<file path="src/rtl/branch_issue_ctrl.sv">
// Branch issue control: round-robin pick between two scheduler slots feeding an
// in-order queue whose head is offered to the branch execute stage.
module branch_issue_ctrl #(
  parameter int P_DEPTH   = 4,
  parameter int P_DEPTH_N = 2
) (
  input  logic                 iCLOCK,
  input  logic                 inRESET,
  input  logic                 iFREE_RESTART,
  input  logic                 iREQ0_VALID,
  input  logic [5:0]           iREQ0_COMMIT_TAG,
  input  logic [4:0]           iREQ0_CMD,
  input  logic [3:0]           iREQ0_CC,
  input  logic [4:0]           iREQ0_FLAG,
  input  logic [31:0]          iREQ0_SOURCE,
  input  logic [31:0]          iREQ0_PC,
  output logic                 oREQ0_LOCK,
  input  logic                 iREQ1_VALID,
  input  logic [5:0]           iREQ1_COMMIT_TAG,
  input  logic [4:0]           iREQ1_CMD,
  input  logic [3:0]           iREQ1_CC,
  input  logic [4:0]           iREQ1_FLAG,
  input  logic [31:0]          iREQ1_SOURCE,
  input  logic [31:0]          iREQ1_PC,
  output logic                 oREQ1_LOCK,
  output logic                 oEX_BRANCH_VALID,
  output logic [5:0]           oEX_BRANCH_COMMIT_TAG,
  output logic [4:0]           oEX_BRANCH_CMD,
  output logic [3:0]           oEX_BRANCH_CC,
  output logic [4:0]           oEX_BRANCH_FLAG,
  output logic [31:0]          oEX_BRANCH_SOURCE,
  output logic [31:0]          oEX_BRANCH_PC,
  input  logic                 iEX_BRANCH_LOCK,
  output logic [P_DEPTH_N:0]   oQUEUE_COUNT
);

  typedef struct packed {
    logic [5:0]  tag;
    logic [4:0]  cmd;
    logic [3:0]  cc;
    logic [4:0]  flag;
    logic [31:0] source;
    logic [31:0] pc;
  } br_op_t;

  localparam logic [P_DEPTH_N:0] CNT_FULL = (P_DEPTH_N+1)'(P_DEPTH);

  br_op_t               req_op [2];
  br_op_t               win_op;
  br_op_t               entry_q [P_DEPTH];
  br_op_t               entry_d [P_DEPTH];
  br_op_t               head_op;

  logic [P_DEPTH_N:0]   count_q, count_d;
  logic [P_DEPTH_N-1:0] rd_ptr_q, rd_ptr_d;
  logic [P_DEPTH_N-1:0] wr_ptr_q, wr_ptr_d;
  logic                 rr_last_q, rr_last_d;

  logic full, empty, push, pop, grant_idx;
  logic lock0, lock1;

  assign req_op[0] = '{iREQ0_COMMIT_TAG, iREQ0_CMD, iREQ0_CC, iREQ0_FLAG, iREQ0_SOURCE, iREQ0_PC};
  assign req_op[1] = '{iREQ1_COMMIT_TAG, iREQ1_CMD, iREQ1_CC, iREQ1_FLAG, iREQ1_SOURCE, iREQ1_PC};

  assign full  = (count_q == CNT_FULL);
  assign empty = (count_q == '0);

  // Grant never looks at the downstream lock, so a full queue blocks even on a pop cycle.
  always_comb begin
    push      = 1'b0;
    grant_idx = 1'b0;
    lock0     = 1'b0;
    lock1     = 1'b0;
    if (full || iFREE_RESTART) begin
      lock0 = 1'b1;
      lock1 = 1'b1;
    end else if (iREQ0_VALID && iREQ1_VALID) begin
      push      = 1'b1;
      grant_idx = ~rr_last_q;
      lock0     = grant_idx;
      lock1     = ~grant_idx;
    end else if (iREQ0_VALID) begin
      push      = 1'b1;
      grant_idx = 1'b0;
    end else if (iREQ1_VALID) begin
      push      = 1'b1;
      grant_idx = 1'b1;
    end
  end

  assign win_op = grant_idx ? req_op[1] : req_op[0];
  assign pop    = !empty && !iEX_BRANCH_LOCK && !iFREE_RESTART;

  always_comb begin
    count_d   = count_q;
    rd_ptr_d  = rd_ptr_q;
    wr_ptr_d  = wr_ptr_q;
    rr_last_d = rr_last_q;
    if (iFREE_RESTART) begin
      count_d   = '0;
      rd_ptr_d  = '0;
      wr_ptr_d  = '0;
      rr_last_d = 1'b1;
    end else begin
      if (push) begin
        wr_ptr_d  = wr_ptr_q + 1'b1;
        rr_last_d = grant_idx;
      end
      if (pop) rd_ptr_d = rd_ptr_q + 1'b1;
      case ({push, pop})
        2'b10:   count_d = count_q + 1'b1;
        2'b01:   count_d = count_q - 1'b1;
        default: count_d = count_q;
      endcase
    end
  end

  always_comb begin
    for (int i = 0; i < P_DEPTH; i++) begin
      entry_d[i] = entry_q[i];
      if (push && (wr_ptr_q == P_DEPTH_N'(i))) entry_d[i] = win_op;
    end
  end

  always_ff @(posedge iCLOCK or negedge inRESET) begin
    if (!inRESET) begin
      count_q   <= '0;
      rd_ptr_q  <= '0;
      wr_ptr_q  <= '0;
      rr_last_q <= 1'b1;
      for (int i = 0; i < P_DEPTH; i++) entry_q[i] <= '0;
    end else begin
      count_q   <= count_d;
      rd_ptr_q  <= rd_ptr_d;
      wr_ptr_q  <= wr_ptr_d;
      rr_last_q <= rr_last_d;
      for (int i = 0; i < P_DEPTH; i++) entry_q[i] <= entry_d[i];
    end
  end

  assign head_op = entry_q[rd_ptr_q];

  assign oREQ0_LOCK            = lock0;
  assign oREQ1_LOCK            = lock1;
  assign oEX_BRANCH_VALID      = pop;
  assign oEX_BRANCH_COMMIT_TAG = head_op.tag;
  assign oEX_BRANCH_CMD        = head_op.cmd;
  assign oEX_BRANCH_CC         = head_op.cc;
  assign oEX_BRANCH_FLAG       = head_op.flag;
  assign oEX_BRANCH_SOURCE     = head_op.source;
  assign oEX_BRANCH_PC         = head_op.pc;
  assign oQUEUE_COUNT          = count_q;

endmodule

</file>
<file path="config.mk">
export PLATFORM = sky130hd
export DESIGN_NAME = branch_issue_ctrl
export DESIGN_NICKNAME = d
export VERILOG_FILES = /design/src/rtl/branch_issue_ctrl.sv
export SDC_FILE = /design/constraint.sdc
export NUM_CORES = 1
export LEC_CHECK = 0
export BUFFER_PORTS_ARGS = -buffer_cell sky130_fd_sc_hd__buf_2
export CAP_MARGIN = 10
export CORE_MARGIN = 2
export CORE_UTILIZATION = 55
export CTS_BUF_LIST = sky130_fd_sc_hd__clkbuf_8
export DETAILED_ROUTE_END_ITERATION = 10
export MAX_ROUTING_LAYER = met4
export PLACE_DENSITY = 0.78
export SYNTH_ARGS = -nofsm -noshare
export SYNTH_HDL_FRONTEND = slang
export SYNTH_SLANG_ARGS = --single-unit
</file>
<file path="constraint.sdc">
create_clock -name iCLOCK -period 3.3 [get_ports iCLOCK]
set_clock_uncertainty 0.2 [all_clocks]
set_input_delay 0.165 -clock iCLOCK [delete_from_list [all_inputs] [get_ports iCLOCK]]
set_output_delay 0.165 -clock iCLOCK [all_outputs]
set_load 0.05 [all_outputs]
</file>
; ---- After elaboration in Yosys (flattened, before gate mapping)
; Index checks and enable logic that the tools add are counted.
[totals]
ff_bits = 344
output_inout_bits = 90
elab_cells = 80
[classes]
addsub = 4
order_cmp = 1
eq_ne = 6
muxes = 23
bitwise_logic = 2
reduce_logical = 16
[ops]
columns = op, n
row1 = two-way mux 84 bit, 3
row2 = binary-select mux 84 bit (select 2 bit), 1
row3 = two-way mux 1 bit, 13
row4 = two-way mux 2 bit, 4
row5 = logical AND 1 bit, 7
row6 = equality test 2 bit (second input constant), 3
row7 = case mux 3 bit (2 select lines), 1
row8 = adder 2 x 1 -> 2 bit (second input constant), 2
row9 = equality test 2 x 1 -> 1 bit (second input constant), 2
row10 = nonzero test 2 bit, 2
row11 = adder 3 x 1 -> 3 bit (second input constant), 1
row12 = equality test 3 bit (second input constant), 1
row13 = greater-or-equal comparator 3 bit (second input constant), 1
row14 = logical NOT 1 bit, 3
row15 = logical NOT 3 bit, 1
row16 = two-way mux 3 bit, 1
row17 = inverter 2 -> 3 bit, 1
row18 = nonzero test 3 bit, 1
row19 = subtractor 3 x 1 -> 3 bit (second input constant), 1
row20 = logical NOT 2 bit, 1
row21 = logical OR 1 bit, 1
row22 = inverter 1 bit, 1

; ---- Depth between registers and ports, before layout
; Gate-level depths: netlist (run 1).
[depth]
word_depth = 7
ltp_mapped = 8
depth_no_buf = 7

; ---- Worst setup path before layout (run 1)
; OpenSTA, ideal clock, no wires.
[synth_timing]
path_kind = register -> register
from = register count_q[0], in the netlist oQUEUE_COUNT[0]
to = register count_q[2], in the netlist oQUEUE_COUNT[2]
arrival_ns = 3.540
required_ns = 2.975
setup_slack_ns = -0.565
path_stages_with_launch = 8
period_less_slack_ns = 3.865
cell_sequence = dfrtp_1 > nor3_1 > nor3_1 > nor2b_1 > fa_1 > or4b_2 > o22ai_1 > mux2_2
[synth_via]
elab_chain_cells = 7
[synth_rtl]
columns = element, line
row1 = start: declaration, 54  ; logic [P_DEPTH_N:0] count_q, count_d;
row2 = start signal: assignment, 133  ; count_q <= count_d;
row3 = logical NOT 3 bit *, 66  ; assign empty = (count_q == '0);
row4 = logical NOT 1 bit *, 92  ; assign pop = !empty && !iEX_BRANCH_LOCK && !iFREE_RESTART;
row5 = logical AND 1 bit * (2 in a row), 92
row6 = via oEX_BRANCH_VALID, 26  ; output logic oEX_BRANCH_VALID,
row7 = equality test 2 x 1 -> 1 bit / equality test 2 bit (equally long branches), 110  ; case ({push, pop})
row8 = case mux 3 bit (2 select lines), 110
row9 = two-way mux 3 bit, 99  ; if (iFREE_RESTART) begin
; Mark *: on every way through the listed nets, which the timed path passes. The rest lies on a longest branch.
; A chain may end at the register's enable or synchronous reset.

; ---- Worst setup path in the final report (run 1)
[layout_timing]
from = register count_q[2], in the netlist oQUEUE_COUNT[2]
to = register entry_q[161] (netlist name)
[layout_via]
elab_chain_cells = 4
[layout_rtl]
columns = element, line
row1 = equality test 3 bit *, 65  ; assign full = (count_q == CNT_FULL);
row2 = logical OR 1 bit *, 74  ; if (full || iFREE_RESTART) begin
row3 = two-way mux 1 bit, 74
row4 = two-way mux 84 bit / logical AND 1 bit (equally long branches), "91, 121"
; Mark *: on every way between the ends. The rest lies on a longest branch, timed or not.

==> results of run 1 <==
## kinds of logic (layout without fill, tap and decap cells)
kind of cell | Yosys count | in the layout | share of synthesized area [%]
simple gates | 28 | 28 | 1.08
compound gates | 7 | 7 | 0.403
xor+xnor | 3 | 3 | 0.163
mux | 507 | 507 | 42.4
fa+ha+maj | 5 | 5 | 0.434
buf+inv | 69 | 560 | 2.19
flops | 344 | 344 | 53.4
## registers in the layout, indices dropped and copies added (netlist names)
register and count:
rd_ptr_q 2, wr_ptr_q 2, entry_q 336, oQUEUE_COUNT 3, rr_last_q 1
## final cells by class
type                    instances  share of cell area (%)
flip-flops and latches        344                    41.4
clock buffers                  71                    4.69
multi-input cells             550                    34.6
well taps                     384                    2.31
inverters                       3                  0.0540
clock inverters                24                   0.486
repair buffers                462                    16.5
## power by group
part           total [mW]  internal, mW  switching, mW
logic                8.96          4.02           4.95
registers            7.39          6.34           1.06
clock network        3.53          1.91           1.62
total                19.9          12.3           7.62
## synth_stat cells, types with 2 or more instances
cell type | n | area [um^2]
buf_1 | 6 | 22.5
buf_2 | 38 | 190
buf_6 | 6 | 67.6
clkbuf_1 | 15 | 56.3
dfrtp_1 | 343 | 8580
ha_1 | 4 | 50.1
inv_1 | 3 | 11.3
mux2_2 | 373 | 4200
mux2_4 | 49 | 736
mux4_2 | 84 | 1890
nand2_1 | 3 | 11.3
nand2_2 | 4 | 25.0
nand2b_1 | 2 | 12.5
nor2_1 | 7 | 26.3
nor2b_1 | 3 | 18.8
nor3_1 | 2 | 10.0
o21ai_0 | 3 | 15.0
or3_1 | 2 | 12.5
xnor2_1 | 3 | 26.3
## worst max-delay path: stages (launching register included)
cell and delay, ns:
dfrtp_1 0.42, nor3b_4 0.20, a2111oi_4 0.44, buf_4 0.48
mux2_2 0.39, dlygate4sd3_1 0.61, mux2_2 0.28
## cells in the final DEF (no fill, tap or decap), drive strengths merged, types with 2 or more instances in the layout
cell         count
mux2           422
buf            287
nor2b            3
nor2             7
nor3             3
nand2b           2
mux4            84
clkinv           2
dfrtp          343
nand2            7
nor3b            2
o21ai            3
xnor2            3
clkbuf          71
inv             24
dlygate4sd3    175
ha               4
or3              2
## metrics by stage
step,instances,hold WS (ns),utilization [%],area [um^2]
CTS,1838,0.0921,72.4,20800
floorplan,963,-0.331,-,16100
global route,1838,0.190,72.4,20800
detailed placement,1567,0.00568,62.5,18000
global placement,1567,0.00112,62.5,18000
finish,1838,0.129,72.4,20800
## repair_timing
item                                   CTS  global route
hold buffers                           176             0
buffers inserted                         0             0
endpoints found under the hold margin  668             0
## layer usage
layer | up-vias | wire (um)
met3 | 73 | 1920
li1 | 4523 | -
met1 | 5293 | 15000
met5 | - | 0
met4 | 0 | 803
met2 | 272 | 18100
## worst paths after layout
path | startpoint | to | slack (ns)
max in group asynchronous | inRESET | entry_q[333] | 1.59
min in group asynchronous | inRESET | entry_q[9] | 0.45
min | iREQ0_VALID | wr_ptr_q[1] | 0.13
min reg2reg | entry_q[135] | entry_q[135] | 0.30
max | oQUEUE_COUNT[2] | entry_q[161] | 0.14
max reg2reg | oQUEUE_COUNT[2] | entry_q[161] | 0.14
==> run_summary.xml, run 1 <==
<?xml version="1.0" encoding="UTF-8"?>
<metrics>
  <group name="synthesis">
    <metric name="synth.yosys.seq_area_share" unit="%">53.4</metric>
    <metric name="syn_area_per_cell" unit="um^2">16.8</metric>
    <metric name="synthArstFlopShare" unit="%">100</metric>
    <metric name="synth.net_count" unit="">1142</metric>
    <metric name="synth_flop_cell" unit="">dfrtp_1</metric>
    <metric name="warnings_synthesis" unit="">0</metric>
    <metric name="yosys_register_bits" unit="">344</metric>
    <metric name="post_synth_design_cell_area" unit="um^2">16100</metric>
    <metric name="synthDistinctLibCells" unit="">32</metric>
    <metric name="synthesis.instances" unit="">963</metric>
    <metric name="synth_enable_flop_cells" unit="">0</metric>
  </group>
  <group name="timing">
    <metric name="maxSlewViolCount" unit="">0</metric>
    <metric name="setup_repair_after_global_routing_missed_its_margin" unit="">false</metric>
    <metric name="report.final.hold_viol_count" unit="">0</metric>
    <metric name="relSlewSlack" unit="%">57.7</metric>
    <metric name="timing_worst_slew_pin_value" unit="ns">0.632</metric>
    <metric name="timing.setup.tns" unit="ns">0</metric>
    <metric name="finalCriticalPeriod" unit="ns">3.16</metric>
    <metric name="clock.fmax" unit="MHz">317</metric>
    <metric name="min_period_over_period" unit="%">95.7</metric>
    <metric name="layout_setup_ws" unit="ns">0.142</metric>
    <metric name="final-setup-viol-count" unit="">0</metric>
  </group>
  <group name="drt">
    <metric name="ant_nets" unit="">0</metric>
    <metric name="post_drt_via_cell_ratio" unit="">5.53</metric>
    <metric name="route.detailed.wl_per_inst" unit="um">19.5</metric>
    <metric name="initialDrtViolationCount" unit="">441</metric>
    <metric name="routed-via-count" unit="">10200</metric>
    <metric name="detailedRoute.firstPassIterationCount" unit="">4</metric>
    <metric name="routed_wl" unit="um">35900</metric>
    <metric name="drc_errors" unit="">0</metric>
  </group>
  <group name="layout">
    <metric name="area.growth.synth_to_final" unit="%">29.1</metric>
    <metric name="fillCellCount" unit="">1830</metric>
    <metric name="register_area" unit="um^2">8620</metric>
    <metric name="fraction_of_layout_instances_using_a_drive_strength_above_1" unit="%">60.5</metric>
    <metric name="area_used_by_multi_input_combinational_logic" unit="um^2">7200</metric>
    <metric name="fin_nets" unit="">1595</metric>
    <metric name="antenna_diode_instance_count" unit="">0</metric>
  </group>
  <group name="setup_path">
    <metric name="crit_required" unit="ns">3.54</metric>
    <metric name="critPathArrivalTime" unit="ns">3.39</metric>
    <metric name="path_max_fanout" unit="">23</metric>
    <metric name="path_class" unit="">flip-flop to flip-flop</metric>
    <metric name="timing.critical_path.to_type" unit="">flip-flop</metric>
    <metric name="r2r.worst_path.cells" unit="">6</metric>
    <metric name="startpoint_type" unit="">flip-flop</metric>
  </group>
  <group name="die">
    <metric name="die_area" unit="um^2">30700</metric>
    <metric name="initial_utilization" unit="%">56.1</metric>
    <metric name="chipWidth" unit="um">175</metric>
    <metric name="design.core.area" unit="um^2">28800</metric>
    <metric name="vertical_die_dimension" unit="um">175</metric>
    <metric name="top_level_ports" unit="">264</metric>
    <metric name="rows" unit="">62</metric>
  </group>
  <group name="global_routing">
    <metric name="number_of_global_route_vias_before_repair" unit="">11300</metric>
    <metric name="global_route.peak_usage_layer" unit="">met2</metric>
    <metric name="largest_net_degree_at_the_start_of_global_routing" unit="">69</metric>
    <metric name="grt_antenna_before_repair" unit="">0</metric>
    <metric name="gr-usage-met2" unit="%">41.4</metric>
    <metric name="grt_pass1_wl" unit="um">58200</metric>
    <metric name="track_usage" unit="%">24.8</metric>
    <metric name="grt_overflow" unit="">0</metric>
    <metric name="global_route.usage.met1" unit="%">30.9</metric>
    <metric name="grt.met3_usage" unit="%">5.00</metric>
  </group>
  <group name="cts">
    <metric name="cts_tree" unit="">done</metric>
    <metric name="clkSinkCount" unit="">344</metric>
    <metric name="h-tree-depth" unit="">2</metric>
    <metric name="cts_root_buf" unit="">clkbuf_8</metric>
    <metric name="clock_path_buffers" unit="">3</metric>
    <metric name="cts.repair.resized" unit="">0</metric>
    <metric name="clk_pin_slew_worst_paths" unit="ns">0.06</metric>
    <metric name="clock_latency" unit="ns">0.57</metric>
    <metric name="cts_made_buffers" unit="">55</metric>
  </group>
  <group name="placement">
    <metric name="globalplace.congestion" unit="">0.737</metric>
    <metric name="detailed_place_hpwl" unit="um">21100</metric>
    <metric name="dpl_worst_slack" unit="ns">0.386</metric>
    <metric name="buffer_ports.inserted" unit="">263</metric>
  </group>
  <group name="worst_hold_path">
    <metric name="hold_path.class" unit="">input pin to flip-flop</metric>
    <metric name="min_path_cells" unit="">5</metric>
  </group>
  <group name="pwr">
    <metric name="vdd_ir_drop_max" unit="mV">0.601</metric>
    <metric name="leakagePower" unit="nW">9.37</metric>
    <metric name="power_density" unit="nW/um^2">954</metric>
    <metric name="power.total" unit="mW">19.9</metric>
  </group>
  <group name="run_status">
    <metric name="outcome" unit="">finished clean</metric>
  </group>
  <group name="job">
    <metric name="maxCapViolations" unit="">0</metric>
  </group>
</metrics>
Power figures use the tool's default switching activity.
==> inputs of run 2 (changes only) <==
CORE_UTILIZATION = 59   (was 55)
PLACE_DENSITY = 0.83   (was 0.78)
==> run_summary.xml, run 2 (same netlist as run 1, synthesis figures left out) <==
<?xml version="1.0" encoding="UTF-8"?>
<metrics>
  <group name="run_status">
    <metric name="outcome" unit="">finished clean</metric>
  </group>
  <group name="global_routing">
    <metric name="grt_pass1_wl" unit="um">59400</metric>
    <metric name="track_usage" unit="%">27.3</metric>
    <metric name="largest_net_degree_at_the_start_of_global_routing" unit="">109</metric>
    <metric name="grt_antenna_before_repair" unit="">2</metric>
    <metric name="number_of_global_route_vias_before_repair" unit="">11300</metric>
    <metric name="grt_overflow" unit="">0</metric>
  </group>
  <group name="timing">
    <metric name="report.final.hold_viol_count" unit="">0</metric>
    <metric name="min_period_over_period" unit="%">94.7</metric>
    <metric name="finalCriticalPeriod" unit="ns">3.13</metric>
    <metric name="final-setup-viol-count" unit="">0</metric>
    <metric name="clock.fmax" unit="MHz">320</metric>
    <metric name="layout_setup_ws" unit="ns">0.174</metric>
    <metric name="relSlewSlack" unit="%">41.5</metric>
    <metric name="timing_worst_slew_pin_value" unit="ns">0.878</metric>
    <metric name="maxSlewViolCount" unit="">0</metric>
    <metric name="finalHoldWorstSlack" unit="ns">0.0533</metric>
    <metric name="setup_repair_after_global_routing_missed_its_margin" unit="">false</metric>
    <metric name="timing.setup.tns" unit="ns">0</metric>
  </group>
  <group name="setup_path">
    <metric name="timing.critical_path.to_type" unit="">flip-flop</metric>
    <metric name="crit_required" unit="ns">3.55</metric>
    <metric name="path_max_fanout" unit="">38</metric>
    <metric name="critPathArrivalTime" unit="ns">3.37</metric>
    <metric name="startpoint_type" unit="">flip-flop</metric>
    <metric name="path_class" unit="">flip-flop to flip-flop</metric>
  </group>
  <group name="drt">
    <metric name="routed_wl" unit="um">37200</metric>
    <metric name="ant_nets" unit="">0</metric>
    <metric name="route.detailed.wl_per_inst" unit="um">20.7</metric>
    <metric name="post_drt_via_cell_ratio" unit="">5.74</metric>
    <metric name="initialDrtViolationCount" unit="">423</metric>
    <metric name="detailedRoute.firstPassIterationCount" unit="">4</metric>
    <metric name="drc_errors" unit="">0</metric>
    <metric name="routed-via-count" unit="">10300</metric>
  </group>
  <group name="job">
    <metric name="maxCapViolations" unit="">0</metric>
  </group>
  <group name="die">
    <metric name="initial_utilization" unit="%">60.0</metric>
    <metric name="rows" unit="">60</metric>
    <metric name="chipWidth" unit="um">169</metric>
    <metric name="top_level_ports" unit="">264</metric>
    <metric name="vertical_die_dimension" unit="um">169</metric>
    <metric name="design.core.area" unit="um^2">26900</metric>
    <metric name="die_area" unit="um^2">28700</metric>
  </group>
  <group name="cts">
    <metric name="h-tree-depth" unit="">2</metric>
    <metric name="clkSinkCount" unit="">344</metric>
    <metric name="clock_path_buffers" unit="">3</metric>
    <metric name="post_cts_buffers" unit="">0</metric>
    <metric name="cts_root_buf" unit="">clkbuf_8</metric>
    <metric name="clk_pin_slew_worst_paths" unit="ns">0.06</metric>
    <metric name="clock_latency" unit="ns">0.57</metric>
    <metric name="cts_tree" unit="">done</metric>
    <metric name="cts_made_buffers" unit="">54</metric>
  </group>
  <group name="placement">
    <metric name="postPlaceCellArea" unit="um^2">17900</metric>
    <metric name="detailed_place_hpwl" unit="um">21000</metric>
    <metric name="placed_cells" unit="">1525</metric>
    <metric name="dpl_worst_slack" unit="ns">0.422</metric>
    <metric name="globalplace.congestion" unit="">0.755</metric>
    <metric name="buffer_ports.inserted" unit="">263</metric>
  </group>
  <group name="layout">
    <metric name="regMostFlops" unit="">entry_q</metric>
    <metric name="layout_commonest_cell" unit="">mux2_2</metric>
    <metric name="flip_flop_count_of_the_largest_register_all_copies_and_words_added" unit="">336</metric>
    <metric name="layout.cells.most_common_list" unit="">373 x mux2_2, 341 x dfrtp_1, 262 x buf_2</metric>
    <metric name="postLayoutCellArea" unit="um^2">20800</metric>
    <metric name="fillCellCount" unit="">1501</metric>
    <metric name="fraction_of_layout_instances_using_a_drive_strength_above_1" unit="%">60.5</metric>
    <metric name="fin_nets" unit="">1593</metric>
    <metric name="layoutNonFillerInstCount" unit="">1797</metric>
    <metric name="area.growth.synth_to_final" unit="%">28.6</metric>
  </group>
  <group name="pwr">
    <metric name="leakagePower" unit="nW">9.37</metric>
    <metric name="power_density" unit="nW/um^2">961</metric>
    <metric name="vdd_ir_drop_max" unit="mV">0.609</metric>
  </group>
  <group name="worst_hold_path">
    <metric name="hold_path.class" unit="">input pin to async pin</metric>
  </group>
</metrics>
-- run 2: area by class of cell --
class,instances,area (um^2),area share [%]
well taps,341,427,2.06
repair buffers,461,3430,16.5
clock inverters,28,120,0.579
diodes,2,5.00,0.0241
clock buffers,68,936,4.51
inverters,3,11.3,0.0543
flip-flops and latches,344,8620,41.5
multi-input cells,550,7200,34.7
-- run 2: path summary, 6_finish.rpt --
path | cells after the start | slack (ns) | to | start
max | 6 | 0.17 | entry_q[276] | oQUEUE_COUNT[2]
min | 2 | 0.05 | entry_q[263] | inRESET
max reg2reg | 6 | 0.17 | entry_q[276] | oQUEUE_COUNT[2]
min reg2reg | 1 | 0.30 | entry_q[36] | entry_q[36]
max in group asynchronous | 3 | 1.89 | entry_q[292] | inRESET
min in group iCLOCK | 5 | 0.09 | wr_ptr_q[1] | iREQ0_VALID
-- run 2: power breakdown --
part           leakage (nW)  switching [mW]  internal [mW]  total [mW]
combinational          4.58            5.01           4.01        9.03
clock                 0.631            1.64           1.85        3.49
sequential             4.16            1.09           6.34        7.43
total                  9.37            7.75           12.2        19.9
-- run 2: what timing repair did --
action | in CTS | in global routing
hold buffers | 174 | 0
gates resized for setup | 0 | 2
endpoints found under the setup margin | 0 | 70
endpoints found under the hold margin | 503 | 0
-- run 2: per-layer routing --
metal | global-route usage [%] | vias to the layer above | wire (um) | share of wire, %
li1 | - | 4541 | - | -
met1 | 32.7 | 5378 | 14800 | 40
met3 | 5.15 | 83 | 2100 | 5.6
met4 | 9.77 | 0 | 1130 | 3.0
met5 | - | - | 0 | 0
met2 | 46.6 | 321 | 19200 | 52
-- run 2: worst max-delay path, cell delays in order, from the launching register on --
cell and delay, ns:
dfrtp_1 0.42, nor3b_4 0.19, a2111oi_4 0.44, buf_6 0.42, mux2_2 0.39, dlygate4sd3_1 0.63, mux2_2 0.29
-- run 2: through the flow --
stage                     power [mW]  utilization (%)
after floorplan                 14.1                -
after global placement          15.8             66.8
after detailed placement        16.2             66.8
after CTS                       19.9             77.2
after global routing            20.9             77.2
final                           19.9             77.2
